### config.mk
export PLATFORM = sky130hd
export DESIGN_NAME = vc_head_flit_buffer_flat
export DESIGN_NICKNAME = d
export VERILOG_FILES = /design/src/rtl/vc_head_flit_buffer_pkg.sv /design/src/rtl/vc_head_flit_buffer_if.sv /design/src/rtl/vc_head_flit_buffer_decoder.sv /design/src/rtl/vc_head_flit_buffer_rr_arbiter.sv /design/src/rtl/vc_head_flit_buffer.sv /design/src/flat_wrapper.sv
export SDC_FILE = /design/constraint.sdc
export NUM_CORES = 1
export LEC_CHECK = 0
export CAP_MARGIN = 40
export CORE_MARGIN = 2
export CORE_UTILIZATION = 33
export CTS_BUF_LIST = sky130_fd_sc_hd__clkbuf_16
export CTS_CLUSTER_SIZE = 28
export DETAILED_ROUTE_END_ITERATION = 6
export GPL_TIMING_DRIVEN = 1
export MAX_ROUTING_LAYER = met4
export PLACE_DENSITY = 0.61
export SLEW_MARGIN = 20
export SYNTH_ARGS = -nofsm -noshare
export SYNTH_HDL_FRONTEND = slang
export SYNTH_SLANG_ARGS = --single-unit
### constraint.sdc
create_clock -name clk -period 1.76 [get_ports clk]
set_input_delay 0.352 -clock clk [delete_from_list [all_inputs] [get_ports clk]]
set_output_delay 0.352 -clock clk [all_outputs]
set_load 0.02 [all_outputs]
### src/rtl/vc_head_flit_buffer_pkg.sv
// Shared types and helpers for the per-VC head flit buffer and the switch-side
// logic that reuses its arbiter.
package vc_head_flit_buffer_pkg;

  function automatic int vc_width(input int n);
    return (n <= 1) ? 1 : $clog2(n);
  endfunction

  typedef enum logic [1:0] {
    EMPTY      = 2'd0,
    ASSEMBLING = 2'd1,
    REQUEST    = 2'd2
  } slot_state_t;

endpackage

### src/rtl/vc_head_flit_buffer_if.sv
// Phit intake and route-reserve request bundle between an input port and the switch.
interface vc_head_flit_buffer_if
  import vc_head_flit_buffer_pkg::*;
#(
  parameter int DATA_WIDTH    = 8,
  parameter int REQUEST_WIDTH = 2,
  parameter int NUM_VC        = 2
);
  localparam int VC_W = vc_width(NUM_VC);

  logic                     phit_valid;
  logic [VC_W-1:0]          phit_vc;
  logic [DATA_WIDTH-1:0]    phit_data;
  logic [NUM_VC-1:0]        head_ready;
  logic                     req_valid;
  logic [VC_W-1:0]          req_vc;
  logic [REQUEST_WIDTH-1:0] req_route;
  logic                     req_grant;
  logic [NUM_VC-1:0]        route_reserved;
  logic                     overflow_err;

  modport master (
    output phit_valid, phit_vc, phit_data, req_grant,
    input  head_ready, req_valid, req_vc, req_route, route_reserved, overflow_err
  );

  modport slave (
    input  phit_valid, phit_vc, phit_data, req_grant,
    output head_ready, req_valid, req_vc, req_route, route_reserved, overflow_err
  );
endinterface

### src/rtl/vc_head_flit_buffer_decoder.sv
// Head flit route decoder: destination is the header value modulo N, compared
// against this node's index (0 = local, 1 = higher node, 2 = lower node).
module HeadFlitDecoder #(
  parameter int N             = 4,
  parameter int INDEX         = 1,
  parameter int FLIT_WIDTH    = 16,
  parameter int REQUEST_WIDTH = 2
) (
  input  logic [FLIT_WIDTH-1:0]    head_flit,
  output logic [REQUEST_WIDTH-1:0] route
);

  logic [FLIT_WIDTH-1:0] dest;

  assign dest = head_flit % FLIT_WIDTH'(N);

  always_comb begin
    if (dest == FLIT_WIDTH'(INDEX))
      route = REQUEST_WIDTH'(0);
    else if (dest > FLIT_WIDTH'(INDEX))
      route = REQUEST_WIDTH'(1);
    else
      route = REQUEST_WIDTH'(2);
  end

endmodule

### src/rtl/vc_head_flit_buffer_rr_arbiter.sv
// Round-robin arbiter: picks the first active request at or after ptr, wrapping.
module rr_arbiter
  import vc_head_flit_buffer_pkg::*;
#(
  parameter  int NUM_REQ = 2,
  localparam int IDX_W   = vc_width(NUM_REQ)
) (
  input  logic [NUM_REQ-1:0] req,
  input  logic [IDX_W-1:0]   ptr,
  output logic [NUM_REQ-1:0] grant,
  output logic [IDX_W-1:0]   idx,
  output logic               found
);

  // First pass scans slots at or above ptr, second pass the wrapped-around ones.
  always_comb begin
    grant = '0;
    idx   = '0;
    found = 1'b0;
    for (int pass = 0; pass < 2; pass++) begin
      for (int c = 0; c < NUM_REQ; c++) begin
        if (!found && req[c] && ((pass == 0) == (c >= int'(ptr)))) begin
          found    = 1'b1;
          grant[c] = 1'b1;
          idx      = IDX_W'(c);
        end
      end
    end
  end

endmodule

### src/rtl/vc_head_flit_buffer.sv
// Per-VC head flit assembly with a single round-robin route-reserve request port.
module vc_head_flit_buffer
  import vc_head_flit_buffer_pkg::*;
#(
  parameter int N             = 4,
  parameter int INDEX         = 1,
  parameter int DATA_WIDTH    = 8,
  parameter int PhitPerFlit   = 2,
  parameter int REQUEST_WIDTH = 2,
  parameter int NUM_VC        = 2
) (
  input logic                  clk,
  input logic                  rst,
  vc_head_flit_buffer_if.slave bus
);

  localparam int VC_W       = vc_width(NUM_VC);
  localparam int CNT_W      = vc_width(PhitPerFlit);
  localparam int FLIT_WIDTH = DATA_WIDTH * PhitPerFlit;

  slot_state_t           state  [NUM_VC];
  logic [CNT_W-1:0]      cnt    [NUM_VC];
  logic [FLIT_WIDTH-1:0] buffer [NUM_VC];

  logic [VC_W-1:0]   rr_ptr, locked_vc, sel_vc, arb_idx;
  logic              lock, arb_found, handshake;
  logic [NUM_VC-1:0] requesting, phit_hit, arb_grant, sel_onehot;

  always_comb begin
    requesting = '0;
    phit_hit   = '0;
    sel_onehot = '0;
    for (int v = 0; v < NUM_VC; v++) begin
      requesting[v] = (state[v] == REQUEST);
      phit_hit[v]   = bus.phit_valid && (bus.phit_vc == VC_W'(v));
      sel_onehot[v] = lock ? (locked_vc == VC_W'(v)) : arb_grant[v];
    end
  end

  assign bus.head_ready = ~requesting;
  assign sel_vc         = lock ? locked_vc : arb_idx;
  assign bus.req_valid  = lock | arb_found;
  assign bus.req_vc     = sel_vc;
  assign handshake      = bus.req_valid & bus.req_grant;

  rr_arbiter #(.NUM_REQ(NUM_VC)) u_arb (
    .req   (requesting),
    .ptr   (rr_ptr),
    .grant (arb_grant),
    .idx   (arb_idx),
    .found (arb_found)
  );

  HeadFlitDecoder #(
    .N             (N),
    .INDEX         (INDEX),
    .FLIT_WIDTH    (FLIT_WIDTH),
    .REQUEST_WIDTH (REQUEST_WIDTH)
  ) u_decoder (
    .head_flit (buffer[sel_vc]),
    .route     (bus.req_route)
  );

  // Granted slots free up; others accept phits only when not holding a complete head.
  always_ff @(posedge clk or negedge rst) begin
    if (!rst) begin
      for (int v = 0; v < NUM_VC; v++) begin
        state[v]  <= EMPTY;
        cnt[v]    <= '0;
        buffer[v] <= '0;
      end
    end else begin
      for (int v = 0; v < NUM_VC; v++) begin
        if (handshake && sel_onehot[v]) begin
          state[v] <= EMPTY;
        end else if (phit_hit[v] && !requesting[v]) begin
          for (int p = 0; p < PhitPerFlit; p++) begin
            if (cnt[v] == CNT_W'(p))
              buffer[v][p*DATA_WIDTH +: DATA_WIDTH] <= bus.phit_data;
          end
          if (cnt[v] == CNT_W'(PhitPerFlit - 1)) begin
            cnt[v]   <= '0;
            state[v] <= REQUEST;
          end else begin
            cnt[v]   <= cnt[v] + 1'b1;
            state[v] <= ASSEMBLING;
          end
        end
      end
    end
  end

  // An unanswered request is frozen so req_vc/req_route stay put until the grant.
  always_ff @(posedge clk or negedge rst) begin
    if (!rst) begin
      rr_ptr             <= '0;
      lock               <= 1'b0;
      locked_vc          <= '0;
      bus.route_reserved <= '0;
      bus.overflow_err   <= 1'b0;
    end else begin
      bus.route_reserved <= handshake ? sel_onehot : '0;
      if (handshake) begin
        lock   <= 1'b0;
        rr_ptr <= (sel_vc == VC_W'(NUM_VC - 1)) ? '0 : sel_vc + 1'b1;
      end else if (bus.req_valid) begin
        lock      <= 1'b1;
        locked_vc <= sel_vc;
      end
      if (|(phit_hit & requesting))
        bus.overflow_err <= 1'b1;
    end
  end

endmodule

### src/flat_wrapper.sv
// flat-port wrapper written by rule: the top's interface ports become plain ports
module vc_head_flit_buffer_flat import vc_head_flit_buffer_pkg::*;
#(
  parameter int N             = 4,
  parameter int INDEX         = 1,
  parameter int DATA_WIDTH    = 8,
  parameter int PhitPerFlit   = 2,
  parameter int REQUEST_WIDTH = 2,
  parameter int NUM_VC        = 2
)
  (clk, rst, bus_phit_valid, bus_phit_vc, bus_phit_data, bus_req_grant, bus_head_ready, bus_req_valid, bus_req_vc, bus_req_route, bus_route_reserved, bus_overflow_err);
  vc_head_flit_buffer_if #(.DATA_WIDTH(DATA_WIDTH), .REQUEST_WIDTH(REQUEST_WIDTH), .NUM_VC(NUM_VC)) bus_i ();
  input logic clk;
  input logic rst;
  input wire logic [$bits(bus_i.phit_valid)-1:0] bus_phit_valid;
  input wire logic [$bits(bus_i.phit_vc)-1:0] bus_phit_vc;
  input wire logic [$bits(bus_i.phit_data)-1:0] bus_phit_data;
  input wire logic [$bits(bus_i.req_grant)-1:0] bus_req_grant;
  output wire logic [$bits(bus_i.head_ready)-1:0] bus_head_ready;
  output wire logic [$bits(bus_i.req_valid)-1:0] bus_req_valid;
  output wire logic [$bits(bus_i.req_vc)-1:0] bus_req_vc;
  output wire logic [$bits(bus_i.req_route)-1:0] bus_req_route;
  output wire logic [$bits(bus_i.route_reserved)-1:0] bus_route_reserved;
  output wire logic [$bits(bus_i.overflow_err)-1:0] bus_overflow_err;
  assign bus_i.phit_valid = bus_phit_valid;
  assign bus_i.phit_vc = bus_phit_vc;
  assign bus_i.phit_data = bus_phit_data;
  assign bus_i.req_grant = bus_req_grant;
  assign bus_head_ready = bus_i.head_ready;
  assign bus_req_valid = bus_i.req_valid;
  assign bus_req_vc = bus_i.req_vc;
  assign bus_req_route = bus_i.req_route;
  assign bus_route_reserved = bus_i.route_reserved;
  assign bus_overflow_err = bus_i.overflow_err;
  vc_head_flit_buffer #(.N(N), .INDEX(INDEX), .DATA_WIDTH(DATA_WIDTH), .PhitPerFlit(PhitPerFlit), .REQUEST_WIDTH(REQUEST_WIDTH), .NUM_VC(NUM_VC)) u_core (.clk(clk), .rst(rst), .bus(bus_i));
endmodule
==> metrics.txt, run 1 <==
# TYPE chip_impl_metric gauge
chip_impl_info{name="critPathKind",value="reg2out"} 1
chip_impl_metric{name="number_of_antenna_repair_diodes",unit=""} 0
chip_impl_metric{name="dp_hpwl",unit="um"} 1474
chip_impl_metric{name="synth_nets",unit=""} 87
chip_impl_metric{name="fin_area",unit="sq um"} 1217
chip_impl_metric{name="worstPathRequired",unit="ns"} 1.41
chip_impl_metric{name="clk_pin_slew",unit="ns"} 0.05
chip_impl_metric{name="finalNonFillerCells",unit=""} 140
chip_impl_metric{name="die_height",unit="um"} 53.38
chip_impl_metric{name="grt_start_max_net_pins",unit=""} 17
chip_impl_metric{name="number_of_nets_in_the_layout",unit=""} 127
chip_impl_metric{name="cell_count_after_synthesis",unit=""} 74
chip_impl_metric{name="fp.coreArea",unit="sq um"} 2255
chip_impl_metric{name="finalWorstPathRequiredPeriod",unit="ns"} 1.952
chip_impl_metric{name="fin_crit_sh",unit="%"} 110.9
chip_impl_metric{name="buffer_ports.inserted",unit=""} 15
chip_impl_metric{name="grt.overflow.total",unit=""} 0
chip_impl_metric{name="first_pass_grt_wire_length",unit="um"} 3284
chip_impl_metric{name="via_count",unit=""} 720
chip_impl_metric{name="worst-path-max-fanout",unit=""} 3
chip_impl_metric{name="detailedRoute.firstIterationViolations",unit=""} 4
chip_impl_metric{name="postSynth.asyncResetShare",unit="%"} 100.0
chip_impl_metric{name="fp.dieW",unit="um"} 53.38
chip_impl_metric{name="via_count_of_the_first_global_routing_pass",unit=""} 738
chip_impl_info{name="status",value="finished with violations"} 1
chip_impl_metric{name="top_level_ports",unit=""} 22
chip_impl_metric{name="viasPerCell",unit=""} 5.143
chip_impl_metric{name="yosysWarningCount",unit=""} 0
chip_impl_metric{name="areaGrowthSynthToFinish",unit="%"} 51.32
chip_impl_metric{name="number_of_clock_sinks",unit=""} 16
chip_impl_metric{name="routedWlPerCell",unit="um"} 14.05
chip_impl_metric{name="setup_slack",unit="ns"} -0.1915
chip_impl_metric{name="finalHoldViolCount",unit=""} 0
chip_impl_metric{name="power_per_cell_area",unit="nW/um^2"} 1852
chip_impl_info{name="hold_path_class",value="in2async"} 1
chip_impl_metric{name="slew_of_the_pin_with_the_lowest_slew_margin",unit="ns"} 0.3601
chip_impl_metric{name="antenna_violating_nets_post_route",unit=""} 0
chip_impl_metric{name="sum_neg_setup_slack",unit="ns"} -0.3826
chip_impl_info{name="synth.largest_area_cell",value="sky130_fd_sc_hd__dfrtp_1"} 1
chip_impl_metric{name="antenna_found_initial",unit=""} 0
chip_impl_info{name="setup_repair_after_global_routing_missed_its_margin",value="yes"} 1
chip_impl_metric{name="cp_slowest_stage_delay",unit="ns"} 0.41
chip_impl_metric{name="relSlewSlack",unit="%"} 75.79
chip_impl_metric{name="cts_hold_buffers",unit=""} 0
chip_impl_metric{name="synth_seq_cells",unit=""} 16
chip_impl_metric{name="clk-insertion-delay-late",unit="ns"} 0.24
chip_impl_info{name="critical_path.reg2reg.startpoint",value="u_core.state[3]"} 1
chip_impl_metric{name="leak_pwr",unit="nW"} 0.5755
chip_impl_info{name="post_synth_top_cells",value="sky130_fd_sc_hd__dfrtp_1 (16), sky130_fd_sc_hd__a21oi_1 (5), sky130_fd_sc_hd__nand2_1 (5)"} 1
chip_impl_metric{name="clock_path_buffers",unit=""} 2
chip_impl_info{name="worstSetupStartpointType",value="register"} 1
chip_impl_metric{name="synth.top_cell.area_share",unit="%"} 49.77
chip_impl_metric{name="fin_worst_skew",unit="ns"} 0.001775
chip_impl_metric{name="synth_edf_count",unit=""} 0
chip_impl_metric{name="mappedNetlistArea",unit="sq um"} 804.5
chip_impl_info{name="synth.most_common_cell",value="sky130_fd_sc_hd__dfrtp_1"} 1
chip_impl_metric{name="drt_pre_antenna_iters",unit=""} 4
chip_impl_info{name="crit_path_end_kind",value="output pin"} 1
chip_impl_metric{name="number_of_max_capacitance_violations_reported",unit=""} 0
chip_impl_metric{name="core.rowCount",unit=""} 17
chip_impl_metric{name="synth_seq_area_share",unit="%"} 49.77
chip_impl_metric{name="post_route_cells_drive_above_1_share",unit="%"} 34.82
chip_impl_info{name="timing.critical_path.cells",value="nor2b_4 -> inv_2 -> o31a_1 -> mux2_4 -> buf_6"} 1
chip_impl_metric{name="report.final.setup_viol",unit=""} 2
chip_impl_info{name="startpoint",value="u_core.state[0]"} 1
chip_impl_metric{name="place_area",unit="sq um"} 1145
chip_impl_metric{name="cp.arrival",unit="ns"} 1.60
chip_impl_metric{name="achievable-frequency",unit="GHz"} 0.5124
chip_impl_metric{name="synth.distinct_cells",unit=""} 31
chip_impl_metric{name="drt_wl_total",unit="um"} 1967
chip_impl_metric{name="grt.total_usage",unit="%"} 17.17
chip_impl_metric{name="postSynthAreaPerCell",unit="sq um"} 10.87
chip_impl_info{name="cts_tree",value="done"} 1
chip_impl_metric{name="report.final.slew_viol_count",unit=""} 0
chip_impl_info{name="yosys-top-cells-area",value="sky130_fd_sc_hd__dfrtp_1 (50%), sky130_fd_sc_hd__mux2_1 (5.6%), sky130_fd_sc_hd__mux2_4 (3.7%)"} 1
chip_impl_info{name="cpMaxStageDelayCell",value="sky130_fd_sc_hd__dfrtp_1"} 1
chip_impl_metric{name="design.die.area",unit="sq um"} 2849
chip_impl_metric{name="drc_errors",unit=""} 0
chip_impl_metric{name="vdd_drop_max",unit="uV"} 746.1
chip_impl_metric{name="cts_htree_levels",unit=""} 1
chip_impl_info{name="violations",value="setup timing"} 1
chip_impl_metric{name="initial_utilization",unit="%"} 35.68
chip_impl_metric{name="globalplace.congestion",unit=""} 0.8973
chip_impl_info{name="ctsRootBufferMaster",value="sky130_fd_sc_hd__clkbuf_16"} 1
chip_impl_metric{name="placed_cells",unit=""} 137
chip_impl_info{name="synth_ff_type",value="sky130_fd_sc_hd__dfrtp_1"} 1
chip_impl_metric{name="tritoncts_buffers",unit=""} 3
[final timing paths]
| check | endpoint | slack [ns] | depth (start not counted) |
|---|---|---|---|
| max | bus_req_route[1] | -0.19 | 5 |
| min | u_core.bus.route_reserved[1] | 0.43 | 2 |
| max reg2reg | u_core.buffer[16] | 0.11 | 6 |
| min reg2reg | u_core.bus.overflow_err | 0.46 | 1 |
| max in group asynchronous | u_core.bus.overflow_err | 1.14 | 2 |
| min in group clk | u_core.bus.overflow_err | 0.46 | 1 |
[registers in the layout (all words and copies together) (netlist names)]
register	flops
u_core.bus.overflow_err	1
u_core.locked_vc	1
u_core.buffer	4
u_core.bus.route_reserved	2
u_core.state	4
u_core.cnt	2
u_core.rr_ptr	1
u_core.lock	1
[critical path: cells and delay by family, from the launching register on]
family / cells / cell delay (ns)
flops: 1 / 0.41
compound gates: 1 / 0.32
mux: 1 / 0.31
buf+inv: 2 / 0.17
simple gates: 1 / 0.14
[layer usage]
metal	global-route usage (%)	up-vias	share of wire [%]
met5	-	-	0
met3	2.542	5	2.9
met2	29.01	12	51
met1	18.99	359	44
met4	10.26	0	2.4
li1	-	344	-
[kinds of logic (layout without fill, tap and decap cells)]
group                     after synthesis  after routing  synth area share, %
and+or+nand+nor                        24             24                19.13
AOI/OAI and AO/OA                      18             18                15.40
DFF                                    16             16                49.77
buffers and inverters                   8             46                4.043
muxes                                   7              7                10.58
xor gates and xnor gates                1              1                1.089
[power breakdown]
group	internal [mW]	switching, mW	leakage, nW	total (mW)
clock network	0.298	0.135	0.0370	0.432
registers	0.534	0.114	0.194	0.648
logic	0.622	0.552	0.344	1.17
total	1.45	0.801	0.575	2.25
[placed cells by master (no fill, tap or decap), drive strengths merged]
| cell type | count |
|---|---|
| buf | 26 |
| dfrtp | 16 |
| clkdlybuf4s50 | 9 |
| inv | 6 |
| mux2 | 6 |
| nand2 | 5 |
| a21oi | 5 |
| o21ai | 5 |
| clkbuf | 4 |
| nand3 | 3 |
| o31ai | 3 |
| nor2 | 3 |
| nand3b | 2 |
| or3 | 2 |
| nor2b | 2 |
| and2b | 1 |
| nand4bb | 1 |
| o2111a | 1 |
| nor3b | 1 |
| o31a | 1 |
| o41ai | 1 |
| a22oi | 1 |
| mux2i | 1 |
| a21o | 1 |
| and3 | 1 |
| nor4 | 1 |
| and4b | 1 |
| xnor2 | 1 |
| nand4 | 1 |
| dlygate4sd2 | 1 |
[per-stage QoR]
stage	power [mW]	utilization, %	hold slack, ns	setup slack, ns
6_report	2.254	54.00	0.4285	-0.1915
5_1_grt	2.405	54.00	0.4711	-0.2397
4_1_cts	2.269	54.11	0.4439	-0.2304
3_5_place_dp	1.828	50.78	0.4469	-0.3267
3_3_place_gp	1.805	50.78	0.4513	-0.3164
2_1_floorplan	1.255	-	0.05641	0.06952
[final cells by class]
type,count,area [sq um]
inverters,6,22.52
fillers,215,1037
well taps,28,35.03
clock buffers,3,75.07
flip-flops and latches,16,400.4
repair buffers,37,304.0
multi-input cells,50,380.4
[timing repair]
item / in CTS / in global routing
resized for setup: 23 / 5
pin swaps: 1 / 1
buffers inserted: 0 / 0
setup endpoints to repair: 6 / 5
(Power assumes the default switching activity.)
==> inputs of run 2 (changes only) <==
- CAP_MARGIN: 40 -> 10
- CORE_MARGIN: 2 -> not set
==> metrics.txt, run 2 (synthesis results as in run 1) <==
# TYPE chip_impl_metric gauge
chip_impl_info{name="biggestRegsByFlops",value="u_core.buffer (4), u_core.state (4)"} 1
chip_impl_metric{name="power.total",unit="mW"} 2.266
chip_impl_metric{name="grt.overflow.total",unit=""} 0
chip_impl_metric{name="report.final.setup_viol",unit=""} 2
chip_impl_metric{name="power_per_cell_area",unit="nW/um^2"} 1842
chip_impl_metric{name="achievable-frequency",unit="GHz"} 0.5094
chip_impl_metric{name="drc_errors",unit=""} 0
chip_impl_metric{name="viasPerCell",unit=""} 5.014
chip_impl_metric{name="fp.coreArea",unit="sq um"} 2255
chip_impl_metric{name="worstPathRequired",unit="ns"} 1.41
chip_impl_metric{name="fin_worst_skew",unit="ns"} 0.0008807
chip_impl_metric{name="antenna_violating_nets_post_route",unit=""} 0
chip_impl_metric{name="first_pass_grt_wire_length",unit="um"} 3249
chip_impl_info{name="startpoint",value="u_core.state[0]"} 1
chip_impl_metric{name="detailedRoute.firstIterationViolations",unit=""} 19
chip_impl_metric{name="drt_wl_total",unit="um"} 1830
chip_impl_metric{name="globalplace.congestion",unit=""} 0.8571
chip_impl_metric{name="via_count_of_the_first_global_routing_pass",unit=""} 715
chip_impl_metric{name="initial_utilization",unit="%"} 35.68
chip_impl_metric{name="post_route_cells_drive_above_1_share",unit="%"} 34.51
chip_impl_metric{name="number_of_max_capacitance_violations_reported",unit=""} 0
chip_impl_metric{name="routedWlPerCell",unit="um"} 12.98
chip_impl_metric{name="finalNonFillerCells",unit=""} 141
chip_impl_metric{name="relSlewSlack",unit="%"} 78.98
chip_impl_info{name="ctsRootBufferMaster",value="sky130_fd_sc_hd__clkbuf_16"} 1
chip_impl_info{name="status",value="finished with violations"} 1
chip_impl_metric{name="slew_of_the_pin_with_the_lowest_slew_margin",unit="ns"} 0.3128
chip_impl_metric{name="via_count",unit=""} 707
chip_impl_metric{name="worst-path-max-fanout",unit=""} 3
chip_impl_metric{name="fp.dieW",unit="um"} 51.38
chip_impl_info{name="critical_path.endpoint",value="bus_req_route[0]"} 1
chip_impl_metric{name="antenna_found_initial",unit=""} 0
chip_impl_metric{name="tritoncts_buffers",unit=""} 3
chip_impl_metric{name="cts_hold_buffers",unit=""} 0
chip_impl_metric{name="fin_area",unit="sq um"} 1230
chip_impl_info{name="critPathKind",value="reg2out"} 1
chip_impl_metric{name="grt_start_max_net_pins",unit=""} 17
chip_impl_metric{name="report.final.slew_viol_count",unit=""} 0
chip_impl_metric{name="finalWorstPathRequiredPeriod",unit="ns"} 1.963
chip_impl_metric{name="number_of_cells_traversed_by_the_worst_register_to_register_path",unit=""} 6
chip_impl_metric{name="sum_neg_setup_slack",unit="ns"} -0.4028
chip_impl_metric{name="final.fill_count",unit=""} 214
chip_impl_info{name="hold_path_class",value="in2async"} 1
chip_impl_metric{name="clk-insertion-delay-late",unit="ns"} 0.25
chip_impl_metric{name="top_level_ports",unit=""} 22
chip_impl_metric{name="dp_hpwl",unit="um"} 1436
chip_impl_metric{name="buffer_ports.inserted",unit=""} 15
chip_impl_metric{name="setup_slack",unit="ns"} -0.2032
chip_impl_metric{name="areaGrowthSynthToFinish",unit="%"} 52.88
chip_impl_metric{name="core.rowCount",unit=""} 17
chip_impl_metric{name="fin_crit_sh",unit="%"} 111.5
chip_impl_metric{name="die_height",unit="um"} 51.38
chip_impl_info{name="critical_path.reg2reg.startpoint",value="u_core.state[3]"} 1
chip_impl_info{name="mostFrequentLayoutCell",value="sky130_fd_sc_hd__buf_4"} 1
chip_impl_metric{name="vdd_drop_max",unit="uV"} 837.2
chip_impl_metric{name="clock_path_buffers",unit=""} 2
chip_impl_metric{name="placed_cells",unit=""} 136
chip_impl_metric{name="worst_setup_slack_after_placement",unit="ns"} -0.3451
chip_impl_info{name="setup_repair_after_global_routing_missed_its_margin",value="yes"} 1
chip_impl_metric{name="leak_pwr",unit="nW"} 0.5777
chip_impl_info{name="cts_tree",value="done"} 1
chip_impl_metric{name="number_of_antenna_repair_diodes",unit=""} 0
chip_impl_metric{name="finalHoldViolCount",unit=""} 0
chip_impl_info{name="worstSetupStartpointType",value="register"} 1
chip_impl_info{name="mostFrequentLayoutCells",value="sky130_fd_sc_hd__buf_4 (22), sky130_fd_sc_hd__dfrtp_1 (16), sky130_fd_sc_hd__clkdlybuf4s50_1 (9), sky130_fd_sc_hd__nand2_1 (5), sky130_fd_sc_hd__a21oi_1 (5)"} 1
chip_impl_info{name="crit_path_end_kind",value="output pin"} 1
chip_impl_metric{name="design.die.area",unit="sq um"} 2639
chip_impl_metric{name="cts_htree_levels",unit=""} 1
chip_impl_metric{name="grt.total_usage",unit="%"} 17.46
chip_impl_metric{name="number_of_nets_in_the_layout",unit=""} 127
chip_impl_metric{name="place_area",unit="sq um"} 1137
chip_impl_info{name="violations",value="setup timing"} 1
chip_impl_metric{name="clk_pin_slew",unit="ns"} 0.05
chip_impl_metric{name="number_of_clock_sinks",unit=""} 16
chip_impl_metric{name="timing.reg2reg.setup_slack",unit="ns"} 0.15
chip_impl_info{name="rr_endpoint",value="u_core.buffer[16]"} 1
chip_impl_metric{name="drt_pre_antenna_iters",unit=""} 4
chip_impl_metric{name="cp.arrival",unit="ns"} 1.61
[run 2: cell count changes in the layout (fill, tap and decap cells not counted)]
cell / before / now
sky130_fd_sc_hd__buf_4: 23 / 22
sky130_fd_sc_hd__buf_6: 2 / 3
sky130_fd_sc_hd__clkbuf_2: 1 / 0
sky130_fd_sc_hd__clkdlybuf4s15_1: 0 / 1
sky130_fd_sc_hd__clkinv_1: 0 / 1
sky130_fd_sc_hd__nor2_2: 0 / 1
sky130_fd_sc_hd__nor2_4: 1 / 0
sky130_fd_sc_hd__nor3b_1: 1 / 0
sky130_fd_sc_hd__nor3b_2: 0 / 1
[run 2: routing by layer]
metal  vias up  track usage, %  part of all wire, %
met3         2           6.250                  5.1
li1        347               -                    -
met2        17           26.41                   47
met5         -               -                    0
met1       341           21.51                   47
met4         0           5.856                 0.87
[run 2: critical path: stages (launching register included)]
cell and delay, ns:
sky130_fd_sc_hd__dfrtp_1 0.41, sky130_fd_sc_hd__nor2b_4 0.14, sky130_fd_sc_hd__inv_2 0.04, sky130_fd_sc_hd__o31a_1 0.32, sky130_fd_sc_hd__mux2_4 0.32, sky130_fd_sc_hd__buf_6 0.13
[run 2: worst min path at each step]
stage / start / end / slack (ns) / cells after the start
global placement: u_core.bus.overflow_err / u_core.bus.overflow_err / 0.44 / 1
detailed placement: u_core.bus.overflow_err / u_core.bus.overflow_err / 0.44 / 1
floorplan: rst / u_core.buffer[0] / 0.06 / 0
finish: rst / u_core.cnt[0] / 0.42 / 2
global route: rst / u_core.bus.route_reserved[0] / 0.47 / 2
CTS: rst / u_core.buffer[1] / 0.43 / 2
[run 2: layout make-up]
cell class | count | area, sq um | area share (%)
Timing Repair Buffer | 37 | 312.8 | 25.43
Inverter | 6 | 22.52 | 1.831
Clock inverter | 1 | 3.754 | 0.3052
Tap cell | 28 | 35.03 | 2.848
Sequential cell | 16 | 400.4 | 32.55
Clock buffer | 3 | 75.07 | 6.104
Multi-Input combinational cell | 50 | 380.4 | 30.93
[run 2: repair_timing]
item,in CTS,in global routing
buffers inserted,0,1
endpoints found under the setup margin,6,5
pin swaps,1,2
resized for setup,24,4
hold endpoints to repair,0,0
[run 2: through the flow]
step / hold slack (ns) / utilization [%]
after floorplan: 0.05641 / -
after global placement: 0.4438 / 50.44
after detailed placement: 0.4448 / 50.44
after CTS: 0.4287 / 54.16
after global routing: 0.4698 / 54.55
final: 0.4199 / 54.55
[run 2: power breakdown]
part / internal [mW] / switching (mW) / total [mW]
sequential: 0.533 / 0.120 / 0.653
clock: 0.302 / 0.148 / 0.450
combinational: 0.629 / 0.534 / 1.16
total: 1.46 / 0.802 / 2.27
